[src/rtl/vga_framebuffer_arbiter_if.sv]
// Avalon-MM bus bundle shared by the prefetch, processing and memory sides
// of the framebuffer arbiter.
interface vga_framebuffer_arbiter_if #(
    parameter int AW = 18,
    parameter int DW = 16
);
    logic            read;
    logic            write;
    logic [AW-1:0]   address;
    logic [DW-1:0]   writedata;
    logic [DW/8-1:0] byteenable;
    logic [DW-1:0]   readdata;
    logic            readdatavalid;
    logic            waitrequest;

    modport master (
        output read, write, address, writedata, byteenable,
        input  readdata, readdatavalid, waitrequest
    );

    modport slave (
        input  read, write, address, writedata, byteenable,
        output readdata, readdatavalid, waitrequest
    );
endinterface

[src/rtl/vga_framebuffer_arbiter.sv]
// Two-port framebuffer arbiter: VGA prefetch has priority, a starvation guard
// lets processing through, and an in-order tag FIFO routes read responses.
module vga_framebuffer_arbiter #(
    parameter int AVN_AW          = 18,
    parameter int AVN_DW          = 16,
    parameter int MAX_OUTSTANDING = 4,
    parameter int PXL_MAX_GRANT   = 8
) (
    input  logic                      sys_clk,
    input  logic                      sys_rst_n,
    vga_framebuffer_arbiter_if.slave  pxl,
    vga_framebuffer_arbiter_if.slave  pro,
    vga_framebuffer_arbiter_if.master mem,
    output logic                      err_orphan
);
    localparam int PW = $clog2(MAX_OUTSTANDING);
    localparam int CW = PW + 1;
    localparam int SW = $clog2(PXL_MAX_GRANT) + 1;
    localparam logic [CW-1:0] CREDITS    = CW'(MAX_OUTSTANDING);
    localparam logic [SW-1:0] STARVE_MAX = SW'(PXL_MAX_GRANT);

    typedef enum logic {
        PORT_PXL = 1'b0,
        PORT_PRO = 1'b1
    } port_t;

    logic          lock;
    port_t         owner;
    logic [SW-1:0] starve_cnt;
    logic          tag_mem [MAX_OUTSTANDING];
    logic [PW-1:0] wr_ptr;
    logic [PW-1:0] rd_ptr;
    logic [CW-1:0] count;

    logic  pxl_req;
    logic  pro_req;
    logic  gnt_valid;
    port_t gnt;
    logic  gnt_read;
    logic  gnt_write;
    logic  credit_full;
    logic  stall;
    logic  accept;
    logic  pending;
    logic  push;
    logic  pop;
    logic  fifo_empty;
    logic  head_tag;

    always_comb begin
        pxl_req     = pxl.read;
        pro_req     = pro.read | pro.write;
        credit_full = (count == CREDITS);
        fifo_empty  = (count == '0);
        head_tag    = tag_mem[rd_ptr];
        gnt         = PORT_PXL;
        gnt_valid   = 1'b0;

        if (!sys_rst_n) begin
            gnt_valid = 1'b0;
        end else if (lock) begin
            gnt       = owner;
            gnt_valid = 1'b1;
        end else if (pxl_req && pro_req) begin
            gnt       = (starve_cnt == STARVE_MAX) ? PORT_PRO : PORT_PXL;
            gnt_valid = 1'b1;
        end else if (pro_req) begin
            gnt       = PORT_PRO;
            gnt_valid = 1'b1;
        end else if (pxl_req) begin
            gnt       = PORT_PXL;
            gnt_valid = 1'b1;
        end

        gnt_read  = gnt_valid && ((gnt == PORT_PRO) ? pro.read : pxl.read);
        gnt_write = gnt_valid && (gnt == PORT_PRO) && pro.write;

        // A read with no credit left is hidden from memory and held as a stall.
        mem.read       = gnt_read && !credit_full;
        mem.write      = gnt_write;
        mem.address    = (gnt == PORT_PRO) ? pro.address : pxl.address;
        mem.writedata  = (gnt == PORT_PRO) ? pro.writedata : '0;
        mem.byteenable = (gnt == PORT_PRO) ? pro.byteenable : '1;

        stall   = mem.waitrequest || (gnt_read && credit_full);
        accept  = (gnt_read || gnt_write) && !stall;
        pending = (gnt_read || gnt_write) && stall;
        push    = gnt_read && !stall;
        pop     = sys_rst_n && mem.readdatavalid && !fifo_empty;

        pxl.waitrequest = !(gnt_valid && (gnt == PORT_PXL)) || stall;
        pro.waitrequest = !(gnt_valid && (gnt == PORT_PRO)) || stall;

        pxl.readdata      = mem.readdata;
        pro.readdata      = mem.readdata;
        pxl.readdatavalid = pop && !head_tag;
        pro.readdatavalid = pop && head_tag;
    end

    always_ff @(posedge sys_clk) begin
        if (!sys_rst_n) begin
            lock       <= 1'b0;
            owner      <= PORT_PXL;
            starve_cnt <= '0;
            wr_ptr     <= '0;
            rd_ptr     <= '0;
            count      <= '0;
            err_orphan <= 1'b0;
        end else begin
            lock <= pending;
            if (pending) begin
                owner <= gnt;
            end

            if (!pro_req) begin
                starve_cnt <= '0;
            end else if (accept && (gnt == PORT_PRO)) begin
                starve_cnt <= '0;
            end else if (accept && (starve_cnt != STARVE_MAX)) begin
                starve_cnt <= starve_cnt + 1'b1;
            end

            if (push) begin
                wr_ptr <= wr_ptr + 1'b1;
            end
            if (pop) begin
                rd_ptr <= rd_ptr + 1'b1;
            end
            case ({push, pop})
                2'b10:   count <= count + 1'b1;
                2'b01:   count <= count - 1'b1;
                default: count <= count;
            endcase

            // Responses with nothing outstanding are dropped and flagged.
            if (mem.readdatavalid && fifo_empty) begin
                err_orphan <= 1'b1;
            end
        end
    end

    always_ff @(posedge sys_clk) begin
        if (push) begin
            tag_mem[wr_ptr] <= (gnt == PORT_PRO);
        end
    end
endmodule

[src/flat_wrapper.sv]
// flat-port wrapper written by rule: the top's interface ports become plain ports
module vga_framebuffer_arbiter_flat 
#(
    parameter int AVN_AW          = 18,
    parameter int AVN_DW          = 16,
    parameter int MAX_OUTSTANDING = 4,
    parameter int PXL_MAX_GRANT   = 8
)
  (sys_clk, sys_rst_n, err_orphan, pxl_read, pxl_write, pxl_address, pxl_writedata, pxl_byteenable, pxl_readdata, pxl_readdatavalid, pxl_waitrequest, pro_read, pro_write, pro_address, pro_writedata, pro_byteenable, pro_readdata, pro_readdatavalid, pro_waitrequest, mem_read, mem_write, mem_address, mem_writedata, mem_byteenable, mem_readdata, mem_readdatavalid, mem_waitrequest);
  vga_framebuffer_arbiter_if #(.AW((18)), .DW((16))) pxl_i ();
  vga_framebuffer_arbiter_if #(.AW((18)), .DW((16))) pro_i ();
  vga_framebuffer_arbiter_if #(.AW((18)), .DW((16))) mem_i ();
  input  logic sys_clk;
  input  logic sys_rst_n;
  output logic err_orphan;
  input wire logic [$bits(pxl_i.read)-1:0] pxl_read;
  input wire logic [$bits(pxl_i.write)-1:0] pxl_write;
  input wire logic [$bits(pxl_i.address)-1:0] pxl_address;
  input wire logic [$bits(pxl_i.writedata)-1:0] pxl_writedata;
  input wire logic [$bits(pxl_i.byteenable)-1:0] pxl_byteenable;
  output wire logic [$bits(pxl_i.readdata)-1:0] pxl_readdata;
  output wire logic [$bits(pxl_i.readdatavalid)-1:0] pxl_readdatavalid;
  output wire logic [$bits(pxl_i.waitrequest)-1:0] pxl_waitrequest;
  input wire logic [$bits(pro_i.read)-1:0] pro_read;
  input wire logic [$bits(pro_i.write)-1:0] pro_write;
  input wire logic [$bits(pro_i.address)-1:0] pro_address;
  input wire logic [$bits(pro_i.writedata)-1:0] pro_writedata;
  input wire logic [$bits(pro_i.byteenable)-1:0] pro_byteenable;
  output wire logic [$bits(pro_i.readdata)-1:0] pro_readdata;
  output wire logic [$bits(pro_i.readdatavalid)-1:0] pro_readdatavalid;
  output wire logic [$bits(pro_i.waitrequest)-1:0] pro_waitrequest;
  output wire logic [$bits(mem_i.read)-1:0] mem_read;
  output wire logic [$bits(mem_i.write)-1:0] mem_write;
  output wire logic [$bits(mem_i.address)-1:0] mem_address;
  output wire logic [$bits(mem_i.writedata)-1:0] mem_writedata;
  output wire logic [$bits(mem_i.byteenable)-1:0] mem_byteenable;
  input wire logic [$bits(mem_i.readdata)-1:0] mem_readdata;
  input wire logic [$bits(mem_i.readdatavalid)-1:0] mem_readdatavalid;
  input wire logic [$bits(mem_i.waitrequest)-1:0] mem_waitrequest;
  assign pxl_i.read = pxl_read;
  assign pxl_i.write = pxl_write;
  assign pxl_i.address = pxl_address;
  assign pxl_i.writedata = pxl_writedata;
  assign pxl_i.byteenable = pxl_byteenable;
  assign pxl_readdata = pxl_i.readdata;
  assign pxl_readdatavalid = pxl_i.readdatavalid;
  assign pxl_waitrequest = pxl_i.waitrequest;
  assign pro_i.read = pro_read;
  assign pro_i.write = pro_write;
  assign pro_i.address = pro_address;
  assign pro_i.writedata = pro_writedata;
  assign pro_i.byteenable = pro_byteenable;
  assign pro_readdata = pro_i.readdata;
  assign pro_readdatavalid = pro_i.readdatavalid;
  assign pro_waitrequest = pro_i.waitrequest;
  assign mem_read = mem_i.read;
  assign mem_write = mem_i.write;
  assign mem_address = mem_i.address;
  assign mem_writedata = mem_i.writedata;
  assign mem_byteenable = mem_i.byteenable;
  assign mem_i.readdata = mem_readdata;
  assign mem_i.readdatavalid = mem_readdatavalid;
  assign mem_i.waitrequest = mem_waitrequest;
  vga_framebuffer_arbiter #(.AVN_AW(AVN_AW), .AVN_DW(AVN_DW), .MAX_OUTSTANDING(MAX_OUTSTANDING), .PXL_MAX_GRANT(PXL_MAX_GRANT)) u_core (.sys_clk(sys_clk), .sys_rst_n(sys_rst_n), .pxl(pxl_i), .pro(pro_i), .mem(mem_i), .err_orphan(err_orphan));
endmodule
[config.mk]
export PLATFORM = sky130hd
export DESIGN_NAME = vga_framebuffer_arbiter_flat
export DESIGN_NICKNAME = d
export VERILOG_FILES = /design/src/rtl/vga_framebuffer_arbiter_if.sv /design/src/rtl/vga_framebuffer_arbiter.sv /design/src/flat_wrapper.sv
export SDC_FILE = /design/constraint.sdc
export NUM_CORES = 1
export LEC_CHECK = 0
export ABC_AREA = 1
export CORE_UTILIZATION = 32
export CTS_BUF_LIST = sky130_fd_sc_hd__clkbuf_4 sky130_fd_sc_hd__clkbuf_8
export DETAILED_ROUTE_END_ITERATION = 12
export GPL_TIMING_DRIVEN = 0
export PLACE_DENSITY = 0.95
export SLEW_MARGIN = 20
export SYNTH_ARGS = -nofsm -noshare
export SYNTH_HDL_FRONTEND = slang
export SYNTH_SLANG_ARGS = --single-unit
export TNS_END_PERCENT = 50
[constraint.sdc]
create_clock -name sys_clk -period 4.97 [get_ports sys_clk]
set_input_delay 0.7455 -clock sys_clk [delete_from_list [all_inputs] [get_ports sys_clk]]
set_output_delay 0.7455 -clock sys_clk [all_outputs]
set_load 0.005 [all_outputs]
==> run_results.csv <==
group,metric,value,unit
outcome,status,"finished, final reports clean",
timing,post-route-period-util,0.751,
timing,whs,449,ps
global_routing,grt_pass1_wl,8490,um
critical_path,crit_path_max_fanout,13,
layout,final_common_cell,"clkdlybuf4s50_1",
routing,drt_iter0_drc,72,
die,fp.dieH,74.3,um
pwr,p_leak,0.00144,uW
clocking,cts_tree,"done",
synthesis,yosys_warnings,0,
critical_path,crit_type,"in2out",
clocking,cts_hold_buf,0,
synthesis,synth.top_cell.area_share,0.192,
synthesis,syn_area,0.00167,mm2
clocking,cts.repair.resized,0,
timing,rsz0062_at_grt,"false",
clocking,insertion_delay,260,ps
timing,max-slew-margin-rel,0.584,
timing,finalHoldViolations,0,
die,io_pins,171,
critical_path,endpoint_kind,"output pin",
timing,finClkSkew,1.27,ps
global_routing,grt_max_degree,14,
timing,worst_pin_slew,619,ps
critical_path,arrival,2990,ps
die,rows,25,
die,start_util,0.342,
routing,drcViolationCount,0,
timing,setup_viol,0,
synthesis,synth-seq-cells,20,
routing,antenna_left,0,
timing,period_needed,3730,ps
routing,drt-vias-per-instance,4.38,
routing,post_drt_wl_per_cell,11.6,um
place,place_congestion,0.764,
layout,drive_gt1_frac,0.132,
layout,area_delta_synth_final,90.2,%
clocking,cts_inserted_buffers,3,
synthesis,synth_top_area_cell,"dfxtp_1",
die,dieArea,0.00551,mm2
layout,diodes,0,
clocking,cts_buffer_depth,2,
critical_path,start_kind,"input port",
synthesis,seq_area_frac_synth,0.264,
synthesis,synth.distinct_cells,26,
timing,tns,0,ps
pwr,ir_drop,0.000112,V
hold_path,hold_path.class,"reg2reg",
routing,vias,2048,
layout,fillers,414,
synthesis,synth_adder_area_share,0.0644,
synthesis,synthMuxAreaShare,0,
global_routing,antenna_found_initial,0,
timing,slew_violations,0,
flow_run,drv_cap,0,
clocking,post_cts_buffers,0,
clocking,cts.sinks,20,
synthesis,syn_inst,262,
synthesis,synth_area_leaders,"dfxtp_1, nand2_1, buf_4, inv_1, edfxtp_1",
clocking,path_clk_slew,70,ps
timing,fmax,268,MHz
critical_path,cp.required,4220,ps
synthesis,synthSimpleGateAreaFrac,0.321,
die,core_region_area,0.00488,mm2
pwr,power-per-cell-area,186,mW/mm2
global_routing,overflow,0,
global_routing,grt_pass1_vias,2042,
synthesis,synth_xor_area_frac,0.0105,
routing,postRouteWirelength,5420,um
global_routing,track_usage,0.200,
synthesis,synth_compound_area_frac,0.0861,
layout,final_cell_mix,"clkdlybuf4s50_1, nand2_1, inv_1",
synthesis,synth_nets,366,
clocking,clock-root-buffer,"clkbuf_8",
pwr,power.total,589,uW
synthesis,synth_top_family_by_area,"simple AND/OR/NAND/NOR gates",
clocking,htree_levels,1,
place,dpl.hpwl,4660,um
die,fp.dieW,74.3,um
routing,firstDrtPassIters,4,
synthesis,syn_area_per_cell,6.38,um2
place,port_buffers,135,
layout,nets,506,
## Yosys cell counts, drive strengths merged
library cell / instances
buf: 36
nand2: 76
fa: 1
ha: 7
a32oi: 1
dfxtp: 16
a21oi: 17
nand3: 9
nor2: 33
edfxtp: 4
nor3: 2
o21ai: 7
xnor2: 1
inv: 41
or2: 2
clkbuf: 3
xor2: 1
nand4: 5
## layout make-up
cell class,instances,area (um2),share of cell area
Clock buffer,3,41.3,0.0130
Inverter,41,154,0.0484
Tap cell,67,83.8,0.0264
Buffer,39,272,0.0855
Timing Repair Buffer,135,1350,0.425
Multi-Input combinational cell,162,805,0.253
Sequential cell,20,440,0.139
Clock inverter,1,30.0,0.00945
## kinds of logic after synthesis
family          count (synthesis)
simple gates                  127
buf+inv                        80
compound gates                 25
flops                          20
fa+ha+maj                       8
xor+xnor                        2
## through the flow
step	utilization	setup WS, ps	cell area [um2]	cells
floorplan	-	2410	1670	262
detailed placement	0.636	1260	3110	464
global route	0.651	1020	3180	468
global placement	0.636	1310	3110	464
CTS	0.651	1240	3180	468
finish	0.651	1240	3180	468
## flip-flops by register name (all words and copies together) (netlist names), named ones only
signal and cells:
u_core.rd_ptr 2, u_core.lock 1, u_core.tag_mem 4, u_core.wr_ptr 2, u_core.err_orphan 1, u_core.starve_cnt 4, u_core.owner 1, u_core.count 3
## critical path, cell delays in order
cell             delay (ps)
clkdlybuf4s50_1         500
inv_1                   100
nor2_1                  240
nand2_2                 120
inv_1                   110
clkbuf_1                450
nand2_1                 110
nand2_1                 110
clkdlybuf4s50_1         510
## metal layers
metal,part of all wire,global-route usage
met4,0.011,0.0398
met1,0.36,0.193
met5,0,0
met2,0.55,0.407
met3,0.081,0.0650
## final timing paths
path,from,endpoint,slack (ps),cells past startpoint
worst min register to register,u_core.err_orphan$_SDFFE_PN0P_,u_core.err_orphan$_SDFFE_PN0P_,450,2
worst min-delay path,u_core.err_orphan$_SDFFE_PN0P_,u_core.err_orphan$_SDFFE_PN0P_,450,2
worst max-delay path,sys_rst_n,mem_address[10],1240,9
worst max register to register,u_core.starve_cnt[0]$_SDFFE_PP0P_,u_core.count[2]$_SDFFE_PN0P_,2320,16
## power breakdown
group,leakage [uW],switching [uW],internal [uW]
logic,0.00124,93.0,153
clock network,0.0000357,56.0,108
registers,0.000167,5.42,174
No activity file was read; power rests on OpenSTA's default activity.
